$ cat src/rtl/inst_loader.sv
// Boot-time instruction loader: parses a counted, checksummed byte image into 16-bit
// words, writes them to sequential instruction-memory addresses, then releases the core.
module inst_loader #(
    parameter int PC_WIDTH  = 16,
    parameter int ISA_WIDTH = 16,
    parameter int MAX_WORDS = 256
) (
    input  logic                 clk,
    input  logic                 rst_n,
    input  logic                 start_i,
    input  logic                 rx_valid_i,
    input  logic [7:0]           rx_data_i,
    output logic                 rx_ready_o,
    output logic                 inst_wen_o,
    output logic [PC_WIDTH-1:0]  inst_addr_o,
    output logic [ISA_WIDTH-1:0] inst_data_o,
    output logic                 cpu_rst_n_o,
    output logic                 load_done_o,
    output logic                 load_err_o
);

    typedef enum logic [2:0] {
        S_HDR_HI,
        S_HDR_LO,
        S_WORD_HI,
        S_WORD_LO,
        S_CSUM,
        S_DONE,
        S_ERROR
    } state_e;

    state_e                state_q, state_d;
    logic [7:0]            cnt_hi_q, cnt_hi_d;
    logic [15:0]           n_q, n_d;
    logic [7:0]            word_hi_q, word_hi_d;
    logic [7:0]            sum_q, sum_d;
    logic [PC_WIDTH-1:0]   word_idx_q, word_idx_d;
    logic                  inst_wen_q, inst_wen_d;
    logic [PC_WIDTH-1:0]   inst_addr_q, inst_addr_d;
    logic [ISA_WIDTH-1:0]  inst_data_q, inst_data_d;
    logic                  cpu_rst_n_q, cpu_rst_n_d;
    logic                  load_done_q, load_done_d;
    logic                  load_err_q, load_err_d;

    logic                  xfer;
    logic [15:0]           n_hdr;
    logic                  last_word;

    assign xfer      = rx_valid_i & rx_ready_o;
    assign n_hdr     = {cnt_hi_q, rx_data_i};
    assign last_word = (32'(word_idx_q) + 32'd1) == 32'(n_q);

    // State and datapath registers
    always_ff @(posedge clk or negedge rst_n) begin
        if (!rst_n) begin
            state_q     <= S_HDR_HI;
            cnt_hi_q    <= '0;
            n_q         <= '0;
            word_hi_q   <= '0;
            sum_q       <= '0;
            word_idx_q  <= '0;
            inst_wen_q  <= 1'b0;
            inst_addr_q <= '0;
            inst_data_q <= '0;
            cpu_rst_n_q <= 1'b0;
            load_done_q <= 1'b0;
            load_err_q  <= 1'b0;
        end else begin
            state_q     <= state_d;
            cnt_hi_q    <= cnt_hi_d;
            n_q         <= n_d;
            word_hi_q   <= word_hi_d;
            sum_q       <= sum_d;
            word_idx_q  <= word_idx_d;
            inst_wen_q  <= inst_wen_d;
            inst_addr_q <= inst_addr_d;
            inst_data_q <= inst_data_d;
            cpu_rst_n_q <= cpu_rst_n_d;
            load_done_q <= load_done_d;
            load_err_q  <= load_err_d;
        end
    end

    always_comb begin
        state_d = state_q;
        case (state_q)
            S_HDR_HI:  if (xfer) state_d = S_HDR_LO;
            S_HDR_LO: begin
                if (xfer) begin
                    if (32'(n_hdr) > 32'(MAX_WORDS)) state_d = S_ERROR;
                    else if (n_hdr == 16'd0)         state_d = S_CSUM;
                    else                             state_d = S_WORD_HI;
                end
            end
            S_WORD_HI: if (xfer) state_d = S_WORD_LO;
            S_WORD_LO: if (xfer) state_d = last_word ? S_CSUM : S_WORD_HI;
            S_CSUM:    if (xfer) state_d = (rx_data_i == sum_q) ? S_DONE : S_ERROR;
            S_DONE,
            S_ERROR:   if (start_i) state_d = S_HDR_HI;
            default:   state_d = S_HDR_HI;
        endcase
    end

    // Outputs and datapath next-state; status flags track the state being entered
    always_comb begin
        rx_ready_o  = 1'b0;
        cnt_hi_d    = cnt_hi_q;
        n_d         = n_q;
        word_hi_d   = word_hi_q;
        sum_d       = sum_q;
        word_idx_d  = word_idx_q;
        inst_wen_d  = 1'b0;
        inst_addr_d = inst_addr_q;
        inst_data_d = inst_data_q;
        cpu_rst_n_d = (state_d == S_DONE);
        load_done_d = (state_d == S_DONE);
        load_err_d  = (state_d == S_ERROR);
        case (state_q)
            S_HDR_HI: begin
                rx_ready_o = 1'b1;
                if (xfer) begin
                    cnt_hi_d = rx_data_i;
                    sum_d    = sum_q + rx_data_i;
                end
            end
            S_HDR_LO: begin
                rx_ready_o = 1'b1;
                if (xfer) begin
                    n_d   = n_hdr;
                    sum_d = sum_q + rx_data_i;
                end
            end
            S_WORD_HI: begin
                rx_ready_o = 1'b1;
                if (xfer) begin
                    word_hi_d = rx_data_i;
                    sum_d     = sum_q + rx_data_i;
                end
            end
            S_WORD_LO: begin
                rx_ready_o = 1'b1;
                if (xfer) begin
                    inst_wen_d  = 1'b1;
                    inst_addr_d = word_idx_q;
                    inst_data_d = ISA_WIDTH'({word_hi_q, rx_data_i});
                    word_idx_d  = word_idx_q + PC_WIDTH'(1);
                    sum_d       = sum_q + rx_data_i;
                end
            end
            S_CSUM: begin
                rx_ready_o = 1'b1;
            end
            S_DONE,
            S_ERROR: begin
                if (start_i) begin
                    sum_d       = '0;
                    word_idx_d  = '0;
                    inst_addr_d = '0;
                end
            end
            default: ;
        endcase
    end

    assign inst_wen_o  = inst_wen_q;
    assign inst_addr_o = inst_addr_q;
    assign inst_data_o = inst_data_q;
    assign cpu_rst_n_o = cpu_rst_n_q;
    assign load_done_o = load_done_q;
    assign load_err_o  = load_err_q;

endmodule

$ cat config.mk
export PLATFORM = sky130hd
export DESIGN_NAME = inst_loader
export DESIGN_NICKNAME = d
export VERILOG_FILES = /design/src/rtl/inst_loader.sv
export SDC_FILE = /design/constraint.sdc
export NUM_CORES = 1
export LEC_CHECK = 0
export CORE_UTILIZATION = 57
export CTS_CLUSTER_SIZE = 12
export DETAILED_ROUTE_END_ITERATION = 7
export GPL_ROUTABILITY_DRIVEN = 0
export GPL_TIMING_DRIVEN = 0
export PLACE_DENSITY_LB_ADDON = 0.08
export SLEW_MARGIN = 20
export SYNTH_ARGS = -nofsm -noshare
export SYNTH_HDL_FRONTEND = slang
export SYNTH_SLANG_ARGS = --single-unit
$ cat constraint.sdc
create_clock -name clk -period 2.3 [get_ports clk]
set_input_delay 0.46 -clock clk [delete_from_list [all_inputs] [get_ports clk]]
set_output_delay 0.46 -clock clk [all_outputs]
set_load 0.01 [all_outputs]
== Yosys cells after proc, flatten, opt, wreduce, memory -nomap -nowiden ==
Index checks and enable logic that the tools add are counted.
Operators by class
  divide/modulo/power cells: 0
  multipliers: 0
  bitwise logic cells: 1
  mux-type cells: 22
  add/sub/neg operators: 3
  order comparisons: 1
  eq/ne operators: 13
  shift-type cells: 0
  reduce and logical (&&, ||, !) cells: 13
Operators with widths (count)
  $pmux W16 S2: 2
  $mux W16: 3
  $mux W3: 9
  $pmux W3 S6: 1
  $add A16 B1 Y17 const B: 1
  $eq A17 B16 Y1: 1
  $add A16 B1 Y16 const B: 1
  $gt A16 B9 Y1 const B: 1
  $logic_not A16 Y1: 1
  $mux W8: 2
  $pmux W8 S2: 1
  $eq A3 B3 Y1 const B: 5
  $add A8 B8 Y8: 1
  $eq A8 B8 Y1: 1
  $reduce_and A2 Y1: 4
  $eq A3 B2 Y1 const B: 2
  $reduce_and A3 Y1: 2
  $reduce_or A5 Y1: 1
  $ne A2 B2 Y1 const B: 2
  $reduce_bool A2 Y1: 2
  $reduce_or A4 Y1: 1
  $eq A3 B1 Y1 const B: 1
  $logic_not A3 Y1: 1
  $mux W1: 3
  4 further kinds: 4
Word-level totals
  memories kept: 0
  register bits after elaboration: 94
  RAM bits: 0
  latch bits: 0
  logic and storage cells: 64
  bits in read-only memories: 0
  bits of input ports: 12

== Logic depth before layout (Yosys ltp) ==
  depth in word-level cells: 7
  gate-level depth with buffers: 8

== Worst setup path before layout ==
No wires, ideal clock.
  kind: flip-flop to flip-flop
  from: reg word_idx_q[1]
  to: reg state_q[1]
  setup slack: 295 ps
  cell stages (with the launch flop): 8
  required time: 2181 ps
  library setup time: 119 ps
  arrival time: 1886 ps
  buffers on the path: 0
  cell sequence: dfrtp_1 ha_1 nand4_4 nor3_1 mux2i_1 o2111a_1 nand4b_1 a21bo_1
On the way
  word-level cells in the longest chain between the ends: 5
RTL lines
  start, declared: line 37  | logic [PC_WIDTH-1:0] word_idx_q, word_idx_d;
  start signal, assigned: line 74  | word_idx_q <= word_idx_d;
  $add A16 B1 Y17: line 51  | assign last_word = (32'(word_idx_q) + 32'd1) == 32'(n_q);
  $eq A17 B16 Y1: line 51
  $mux W3 (2 in a row): line 96  | S_WORD_LO: if (xfer) state_d = last_word ? S_CSUM : S_WORD_HI;
  $pmux W3 S6: line 86  | case (state_q)
  named net state_d[1]: line 32  | state_e state_q, state_d;
  end signal, assigned: line 69  | state_q <= state_d;
  end, declared: line 32
The timed path passes the listed nets, and every way through them passes these cells.
A chain may end at the register's enable or synchronous reset.

== Final worst setup path ==
  from: in rx_valid_i
  to: reg word_idx_q[11]
On the way
  word-level cells in the longest chain between the ends: 3
RTL lines
  start, declared: line 11  | input logic rx_valid_i,
  $and A1 B1 Y1: line 49  | assign xfer = rx_valid_i & rx_ready_o;
  $ne A2 B2 Y1 (no source line)
  $reduce_and A3 Y1 (no source line)
Every way passes these cells.

==> metrics.txt <==
r2r endpoint state_q[1]; iteration count of the initial detailed-routing pass 5; H-Tree Depth 3; cell count after synthesis 472; CP dominant cell by count a21oi_1; largest family of logic cells by synthesized area simple AND/OR/NAND/NOR gates; ANT cells 0; slowest cell delay on critical path 0.59 ns; Hold Crit Depth 2; post-synthesis sequential area ratio 49.12%; xor and xnor area share after synthesis 4.390%; Main synth FF type dfrtp_1; crit path DAT 2.50 ns; Vias/cell 6.028; cell family with most CP delay buffers and inverters; CTS tree built; DR vias 3870; Worst R2R Path Depth 7; Filler cells 618; outcome completed; Yosys reg bits 94; Core Area 8175 sq um; Final Hold Viols 0; worst flop-to-flop path startpoint word_idx_q[1]; RSZ-0062 raised after global routing no; Post-Synth Adder-Cell Area 2.508%; Worst Hold Class flop to flop; Chip Width 93.66 microns; Placed Cells incl. Taps 625; hold worst-path end inst_data_o[10]; IO Count 49; Crit path required time 2.60 ns; Tightest Pin Transition 0.7979 ns; final hold slack 0.4754 ns; Worst setup SP type input pin; Mapped Area 4788 sq um; Worst-Skew Late Latency 0.37 ns; Area Growth Syn to Fin 20.41%; Synth cell types 60; pwr dens 1144 nW/um^2; routed len/inst 17.76 microns; fin crit share 95.84%; critical path class input pin to flop; mux contribution to synthesized area 7.029%; Crit-path slowest cell clkdlybuf4s50_1; Initial Util 58.57%; clock skew 0.01143 ns; share of cells above drive strength 1 17.32%; Worst-path clk slew 0.10 ns; fin crit period 2.204 ns; Crit Path Max Fanout 10; die height 93.66 microns; first-pass GRT wire length 18860 microns; most frequent cells in the layout dfrtp_1 (92), nand2_1 (82), o21ai_0 (39), clkdlybuf4s50_1 (39), mux2_2 (28); Post-Synth Simple-Gate Area 17.79%; Net Count, Synth 493; vias in the first global route 3723; WL final 11410 microns; total of max-cap violations 0; Post-Layout Cell Count 642; Setup-failing EPs final 0; Max Slew Vio Count 0; # port buffers 47; headroom to the max-slew limit 46.56%; compound-cell area share of the yosys netlist 15.10%; total grt overflow 0; Reg area 2355 sq um; # clock sinks 94; ANT nets after route 0; pin count of the biggest net entering global routing 69; commonest non-fill, non-tap cell in the layout dfrtp_1; Final nets 553; Reg2Reg Setup Slack 0.13 ns; final instance area 5766 sq um; Rows 33; Max Root-Sink Buffers 2; min-delay src word_hi_q[2]; area of the multi-input gates 2344 sq um; Max Fclk 453.7 MHz; P_leak 2.648 nW; root buf cell clkbuf_8; GRT Overall Usage 28.33%; hpwl dp 7817 microns; DIE AREA 8771 sq um; Post-synth EDFFs 0; fin util 70.52%; Warnings, synthesis 0; average size of a mapped cell 10.14 sq um; initial antenna violation count 0; TritonCTS Buffers 9; Post-synth ARST share 100.0%; Buf+Inv Stages, Crit Path 4; drt drc 0; First DRT Iteration DRCs 203; Crit. End Element flop; peak supply drop 647.8 uV; area of placed instances 5419 sq um; CP Cell Sequence clkdlybuf4s50_1, nor2b_1, buf_2, nand3_1, inv_1, clkbuf_1, a21oi_1, a21oi_1
worst register-to-register path, stage by stage (launching register included):
cell and delay (ns):
dfrtp_2 0.46, ha_4 0.19, nand4_4 0.21, nor3_4 0.33, o32ai_1 0.15, nor4_2 0.29
nand4b_1 0.22, a21bo_1 0.22
metrics by stage:
step	total power, mW	setup TNS [ns]	worst slack [ns]
after floorplan	4.372	0	0.2953
after global routing	7.042	0	0.0001887
after detailed placement	5.325	-20.93	-0.5281
after CTS	6.529	-0.05321	-0.05321
after global placement	5.197	-266.45	-2.634
final	6.596	0	0.09574
flip-flops by register name, summed over array words and instances, names as in the netlist:
signal and flops:
load_done_o 1, inst_data_o 16, load_err_o 1, n_q 16, sum_q 8, state_q 3, word_idx_q 16, inst_addr_o 16
inst_wen_o 1, cnt_hi_q 8, word_hi_q 8
area by class of cell:
| class | instances | area share (%) |
|---|---|---|
| Tap cell | 105 | 2.279 |
| Multi-Input combinational cell | 335 | 40.65 |
| Timing Repair Buffer | 51 | 9.201 |
| Clock buffer | 9 | 2.148 |
| Buffer | 30 | 2.691 |
| Clock inverter | 7 | 1.476 |
| Inverter | 11 | 0.7161 |
| Sequential cell | 94 | 40.84 |
how the worst max path moves through the flow:
stage	startpoint	cells past startpoint	endpoint	slack [ns]
finish	rx_valid_i	8	word_idx_q[11]	0.1
global route	rx_valid_i	9	word_idx_q[12]	0.0002
CTS	word_idx_q[1]	7	state_q[1]	-0.05
detailed placement	rx_data_i[0]	9	sum_q[6]	-0.53
global placement	rst_n	1	load_done_o	-2.63
floorplan	word_idx_q[1]	7	state_q[1]	0.30
routing by layer:
layer	wire, microns	vias up	part of all wire (%)	track usage, %
met5	0	-	0	0
met4	240	0	2.1	11.28
met3	731	21	6.4	5.906
met2	5583	153	49	45.71
met1	4849	1902	43	37.49
li1	-	1794	-	-
synthesized netlist by cell type (4+ instances only):
master	instances	area, sq um
o31ai_1	5	37.54
nor3_1	5	25.02
o21ai_0	39	195.2
nor3_2	4	40.04
ha_1	8	100.1
a22o_1	17	148.9
nand3_1	8	40.04
nor4_2	4	50.05
xnor2_1	13	113.9
xor2_1	11	96.34
buf_2	11	55.05
inv_1	11	41.29
nor2b_1	5	31.28
nand2_1	82	307.8
nor4_1	7	43.79
mux2_2	28	315.3
dfrtp_1	94	2352
nand3b_1	6	45.04
nor2_1	23	86.33
a21oi_1	12	60.06
nand4_1	4	25.02
clkbuf_1	16	60.06
kinds of logic (layout without fill, tap and decap cells):
family	count (synthesis)	after routing
AOI/OAI and AO/OA	107	107
xor gates and xnor gates	24	24
adders and majority gates	9	9
buffers and inverters	43	108
DFF	94	94
muxes	30	30
and+or+nand+nor	165	165
power by group:
| part | total, mW | leakage [nW] | internal, mW | switching [mW] |
|---|---|---|---|---|
| logic | 2.79 | 1.35 | 1.34 | 1.45 |
| registers | 2.63 | 1.20 | 2.23 | 0.403 |
| clock network | 1.18 | 0.100 | 0.526 | 0.651 |
| total | 6.60 | 2.65 | 4.09 | 2.50 |
timing repair:
action | 4_1_cts | 5_1_grt
gates cloned | 0 | 0
endpoints found under the hold margin | 26 | 0
resized for setup | 10 | 27
buffers inserted | 0 | 2
pin swaps | 0 | 4
hold buffers | 1 | 0
setup endpoints to repair | 28 | 17
Power figures use the tool's default switching activity.
